`src/rtl/ttl_piso_tx.sv`:
```
// Framed parallel-in/serial-out transmitter (74165-style, MSB first) with
// start/stop bits, valid/ready load handshake and a clock-inhibit hold input.
module ttl_piso_tx #(
  parameter int unsigned WIDTH = 8,
  parameter int unsigned DIV   = 4
) (
  input  logic             clk,
  input  logic             rst,
  input  logic [WIDTH-1:0] din,
  input  logic             load_valid,
  output logic             load_ready,
  input  logic             hold,
  output logic             sout,
  output logic             busy,
  output logic             done
);

  localparam int unsigned DivW = (DIV > 1) ? $clog2(DIV) : 1;
  localparam int unsigned BitW = (WIDTH > 1) ? $clog2(WIDTH) : 1;
  localparam logic [DivW-1:0] DivLast = DivW'(DIV - 1);
  localparam logic [BitW-1:0] BitLast = BitW'(WIDTH - 1);

  typedef enum logic [1:0] {StIdle, StStart, StData, StStop} state_e;

  state_e           state_q;
  logic [DivW-1:0]  div_q;
  logic [BitW-1:0]  bit_q;
  logic [WIDTH-1:0] sr_q;
  logic [WIDTH-1:0] sr_shift;
  logic             sout_q;
  logic             busy_q;
  logic             done_q;
  logic             div_end;
  logic             accept;

  assign div_end  = (div_q == DivLast);
  assign sr_shift = sr_q << 1;

  // Ready in IDLE, or in the final active STOP cycle so frames can abut.
  assign load_ready = (state_q == StIdle) ||
                      ((state_q == StStop) && div_end && !hold);
  assign accept     = load_valid && load_ready;

  assign sout = sout_q;
  assign busy = busy_q;
  // done_q marks the final STOP position; an inhibited cycle there is not final.
  assign done = done_q && !hold;

  always_ff @(posedge clk) begin
    if (rst) begin
      state_q <= StIdle;
      div_q   <= '0;
      bit_q   <= '0;
      sr_q    <= '0;
      sout_q  <= 1'b1;
      busy_q  <= 1'b0;
      done_q  <= 1'b0;
    end else if (accept) begin
      state_q <= StStart;
      div_q   <= '0;
      bit_q   <= '0;
      sr_q    <= din;
      sout_q  <= 1'b0;
      busy_q  <= 1'b1;
      done_q  <= 1'b0;
    end else if ((state_q != StIdle) && !hold) begin
      done_q <= 1'b0;
      if (!div_end) begin
        div_q <= div_q + DivW'(1);
        if ((state_q == StStop) && ((div_q + DivW'(1)) == DivLast)) begin
          done_q <= 1'b1;
        end
      end else begin
        div_q <= '0;
        unique case (state_q)
          StStart: begin
            state_q <= StData;
            bit_q   <= '0;
            sout_q  <= sr_q[WIDTH-1];
          end
          StData: begin
            sr_q <= sr_shift;
            if (bit_q == BitLast) begin
              state_q <= StStop;
              sout_q  <= 1'b1;
              done_q  <= (DIV == 1);
            end else begin
              bit_q  <= bit_q + BitW'(1);
              sout_q <= sr_shift[WIDTH-1];
            end
          end
          StStop: begin
            state_q <= StIdle;
            sout_q  <= 1'b1;
            busy_q  <= 1'b0;
          end
          StIdle: begin
            state_q <= StIdle;
          end
        endcase
      end
    end
  end

endmodule

```
`config.mk`:
```
export PLATFORM = sky130hd
export DESIGN_NAME = ttl_piso_tx
export DESIGN_NICKNAME = d
export VERILOG_FILES = /design/src/rtl/ttl_piso_tx.sv
export SDC_FILE = /design/constraint.sdc
export NUM_CORES = 1
export LEC_CHECK = 0
export ABC_AREA = 1
export CELL_PAD_IN_SITES_DETAIL_PLACEMENT = 1
export CELL_PAD_IN_SITES_GLOBAL_PLACEMENT = 1
export CORE_MARGIN = 4
export CORE_UTILIZATION = 39
export CTS_BUF_LIST = sky130_fd_sc_hd__clkbuf_8
export DETAILED_ROUTE_END_ITERATION = 10
export PLACE_DENSITY_LB_ADDON = 0.1
export SLEW_MARGIN = 25
export SYNTH_ARGS = -nofsm -noshare
export SYNTH_HDL_FRONTEND = slang
export SYNTH_SLANG_ARGS = --single-unit
```
`constraint.sdc`:
```
create_clock -name clk -period 1.7 [get_ports clk]
set_input_delay 0.34 -clock clk [delete_from_list [all_inputs] [get_ports clk]]
set_output_delay 0.34 -clock clk [all_outputs]
set_load 0.05 [all_outputs]
```
Yosys cells after proc, flatten, opt, wreduce, memory -nomap -nowiden --
Cells that the tools add are included.
Cells by class: muxes and demuxes 23, equality and inequality tests 9, reductions and logical operators 24, add/sub/neg operators 2
Operators by type and width (number):
- 2-to-1 mux 8 bit | 4
- AND reduction 3 bit | 5
- 2-to-1 mux 1 bit | 13
- nonzero test 2 bit | 6
- == test 2 bit (second input constant) | 4
- logical AND 1 bit | 6
- case mux 2 bit (3 select lines) | 1
- case mux 3 bit (2 select lines) | 1
- 2-to-1 mux 2 bit | 2
- != test 2 bit (second input constant) | 2
- AND reduction 4 bit | 1
- nonzero test 4 bit | 1
- OR reduction 2 bit | 2
- adder 3 x 1 -> 3 bit (second input constant) | 1
- == test 3 bit (second input constant) | 1
- 2-to-1 mux 3 bit | 1
- != test 3 bit (second input constant) | 1
- case mux 1 bit (3 select lines) | 1
- adder 2 x 1 -> 2 bit (second input constant) | 1
- == test 2 x 1 -> 1 bit (second input constant) | 1
- zero test 2 bit | 1
- zero test 1 bit | 1
- logical OR 1 bit | 1
Storage, ports and cells: register bits 18, input port bits 12, word-level logic and storage cells 66

Logic depth before layout (Yosys ltp) --
depth after elaboration 7, depth in mapped cells 10, depth with buffers taken out 9

Worst setup path before layout --
No wires, ideal clock.
path kind reg-to-reg, start register state_q[0], end register state_q[0], setup time 0.109 ns, data arrival time 1.292 ns, path slack 0.299 ns, cell stages (with the launch flop) 10, clock period less this slack 1.401 ns, path buffers 1, data required time 1.591 ns, path through dfxtp_1 > inv_1 > ha_1 > inv_1 > nand2_4 > nand2_2 > buf_4 > nand3_1 > nand2_1 > inv_1
On the way: longest elaborated chain between the ends 7
RTL lines:
- start: declaration | RTL line 25 | state_e state_q;
- start signal: assignment | RTL line 51 | state_q <= StIdle;
- start signal: assignment | RTL line 59 | state_q <= StStart;
- start signal: assignment | RTL line 77 | state_q <= StData;
- == test 2 bit | RTL line 41 | ((state_q == StStop) && div_end && !hold);
- logical AND 1 bit (2 in a row) | RTL line 41
- logical OR 1 bit * | RTL line 40 | assign load_ready = (state_q == StIdle) ||
- net load_ready | RTL line 11 | output logic load_ready,
- logical AND 1 bit * | RTL line 42 | assign accept = load_valid && load_ready;
- != test 3 bit (no source line) / nonzero test 2 bit (equally long branches)
- AND reduction 3 bit (no source line)
Mark *: on every way through the listed nets, which the timed path passes. The rest lies on a longest branch. The select of a mux whose other input is x is not followed. A chain may end at the register's enable or synchronous reset.

Worst setup path in the final report --
start register state_q[0], end output load_ready
On the way: longest elaborated chain between the ends 4
RTL lines (RTL line):
- == test 2 bit | 41
- logical AND 1 bit (2 in a row) | 41
- logical OR 1 bit * | 40
- end: declaration | 11
Every way passes the cells marked *; elsewhere a longest branch is shown, timed or not.

==> reports/results.ini <==
[placement]
dp.final_hpwl_um=2220
gp_congestion=0.751
port_buffers=15
placed_cells=203

[clock_network]
htreeDepth=1
clkLatencyLatePin_ns=0.25
numCtsBuffers=3
clkTransAtPathRegs_ns=0.07
clkSinkCount=18
root_buffer=clkbuf_8
cts_tree=yes
clockBufferDepth=2

[global_routing]
grt_max_degree=16
grt_util_all_layers=0.172
antenna_found_initial=0
grt-ovfl-total=0
grt_pass1_vias=1082
grt_pass1_wl_um=4730

[critical_path]
critPathArrivalTime_ns=1.28
slowest_stage=dfxtp_2
path_cells=inv_1, ha_1, inv_1, nand2_4, buf_12
cp_common_cell=inv_1
max_stage_delay_ns=0.36
setup.worst_path.class=reg -> out
worst-path-buf-inv=3
crit_family=flip-flops
cp-end-kind=output pin
cp-start-kind=flip-flop
cp_max_fo=4
cp.required_ns=1.36

[floorplanning]
core_um2=2540
rows=18
die_width_um=60.5
die_h_um=60.5
io_pins=16
dieArea_um2=3660
start_util=0.423

[yosys]
async_flop_share=0
syn_inst=155
yosys_warnings=0
synth_nets=176
yosysTopAreaCell=dfxtp_1
synth_area_um2=1080
ys_seq_area_frac=0.335
synthTopCellsByArea=dfxtp_1 (33%), nand2_1 (13%), ha_1 (10%)
yosys.cell_count.top_type=nand2_1
synth_cell_type_count=19
synth-seq-cells=18
syn_avg_cell_area_um2=6.94
synth_edf_count=0
yosys-top-cells-count=nand2_1 (37), inv_1 (22), nand3_1 (22), dfxtp_1 (18), a21oi_1 (14)
synth_top_flop_cell=dfxtp_1
synth_top_cell_area_share=0.335

[finish]
drive_gt1_frac=0.158
instances_no_fill=207
area_growth_pct=27.0
nets=199
n_fill_cell=332
diodes=0

[sta]
finalMaxSlewViolations=0
skew_ns=0.00164
relSlewSlack=0.832
rsz0062_at_grt=no
hold_viol_final=0
post-route-period-util=0.953
fmax_mhz=617
finalSetupViolCount=0
worst_slew_pin_slew_ns=0.251
period_needed_ns=1.62

[drt]
ant_nets=0
viasPerCell=5.09
drcViolationCount=0
totalWireLength_um=2760
post_drt_wl_per_cell_um=13.3
first_pass_iters=4
vias=1054
drtIter0Drc=42

[pwr]
ir_drop_v=0.000483
p_leak_nw=0.654
total_power_mw=1.01
power-per-cell-area_nw_per_um2=737

[min_path]
worstHoldPathType=reg -> reg

[flow_run]
drv_cap=0

[run_status]
status=finished clean

==> flip-flops by register name, indices dropped and copies added (netlist names) <==
register	flops
bit_q	3
div_q	2
state_q	2
busy	1
sr_q	8
done_q	1
sout	1
==> worst reg2reg max path, cell delays in order, from the launching register on <==
cell     delay [ns]
dfxtp_2        0.34
inv_1          0.11
ha_1           0.26
inv_2          0.08
nor2_4         0.10
inv_1          0.06
nor2_1         0.21
nor2_1         0.08
nor3_2         0.16
==> final cells by class <==
type                            count  area (um2)  share of cell area
Timing Repair Buffer               25         240               0.176
Multi-Input combinational cell    107         584               0.428
Sequential cell                    18         363               0.266
Clock buffer                        4        55.1              0.0403
Inverter                           23        86.3              0.0632
Tap cell                           30        37.5              0.0275
==> per-stage QoR <==
stage          setup TNS (ns)  hold WS [ns]  setup slack [ns]  cell area, um2  utilization
2_1_floorplan               0         0.441             0.299            1080            -
3_3_place_gp                0         0.454            0.0418            1310        0.513
3_5_place_dp         -0.00376         0.464          -0.00376            1310        0.513
4_1_cts                     0         0.476            0.0215            1360        0.535
5_1_grt                     0         0.498            0.0102            1370        0.537
6_report                    0         0.475            0.0803            1370        0.537
==> power breakdown <==
part,switching (mW),leakage (nW),internal [mW]
Clock,0.155,0.0288,0.206
Sequential,0.0137,0.148,0.445
Combinational,0.104,0.477,0.0828
Total,0.273,0.654,0.734
==> layer usage <==
layer | vias up | share of wire | wire [um] | global-route usage
met5 | - | 0 | 0 | 0
met4 | 0 | 0.0047 | 13 | 0.0464
met3 | 2 | 0.036 | 100 | 0.0319
met2 | 19 | 0.49 | 1340 | 0.304
met1 | 491 | 0.47 | 1300 | 0.215
li1 | 542 | - | - | -
==> cell usage in the layout, fill, tap and decap left out, drive strengths merged <==
master          n
buf            14
a21oi          14
nand4           8
nand3          23
clkbuf          4
clkdlybuf4s50  11
o21ai           3
dfxtp          18
nand2          40
nor3            1
inv            23
ha              9
nor2            9
==> kinds of logic (layout without fill, tap and decap cells) <==
kind of cell / after synthesis / count (layout) / share of synthesized area
AND/OR/NAND/NOR: 81 / 81 / 0.357
buffers and inverters: 30 / 52 / 0.124
adder cells (fa/ha/maj): 9 / 9 / 0.105
AO/OA/AOI/OAI: 17 / 17 / 0.0791
flip-flops: 18 / 18 / 0.335
==> final timing paths <==
| kind | from | to | slack, ns | cells past startpoint |
|---|---|---|---|---|
| min reg2reg | busy | busy | 0.47 | 2 |
| max | state_q[0] | load_ready | 0.08 | 5 |
| max reg2reg | state_q[0] | bit_q[0] | 0.21 | 8 |
| min | busy | busy | 0.47 | 2 |
==> what timing repair did <==
| item | in CTS | in global routing |
|---|---|---|
| gates resized for setup | 1 | 2 |
| endpoints found under the setup margin | 1 | 9 |
| hold buffers | 0 | 0 |
| setup buffers | 0 | 0 |
Power figures use the tool's default switching activity.
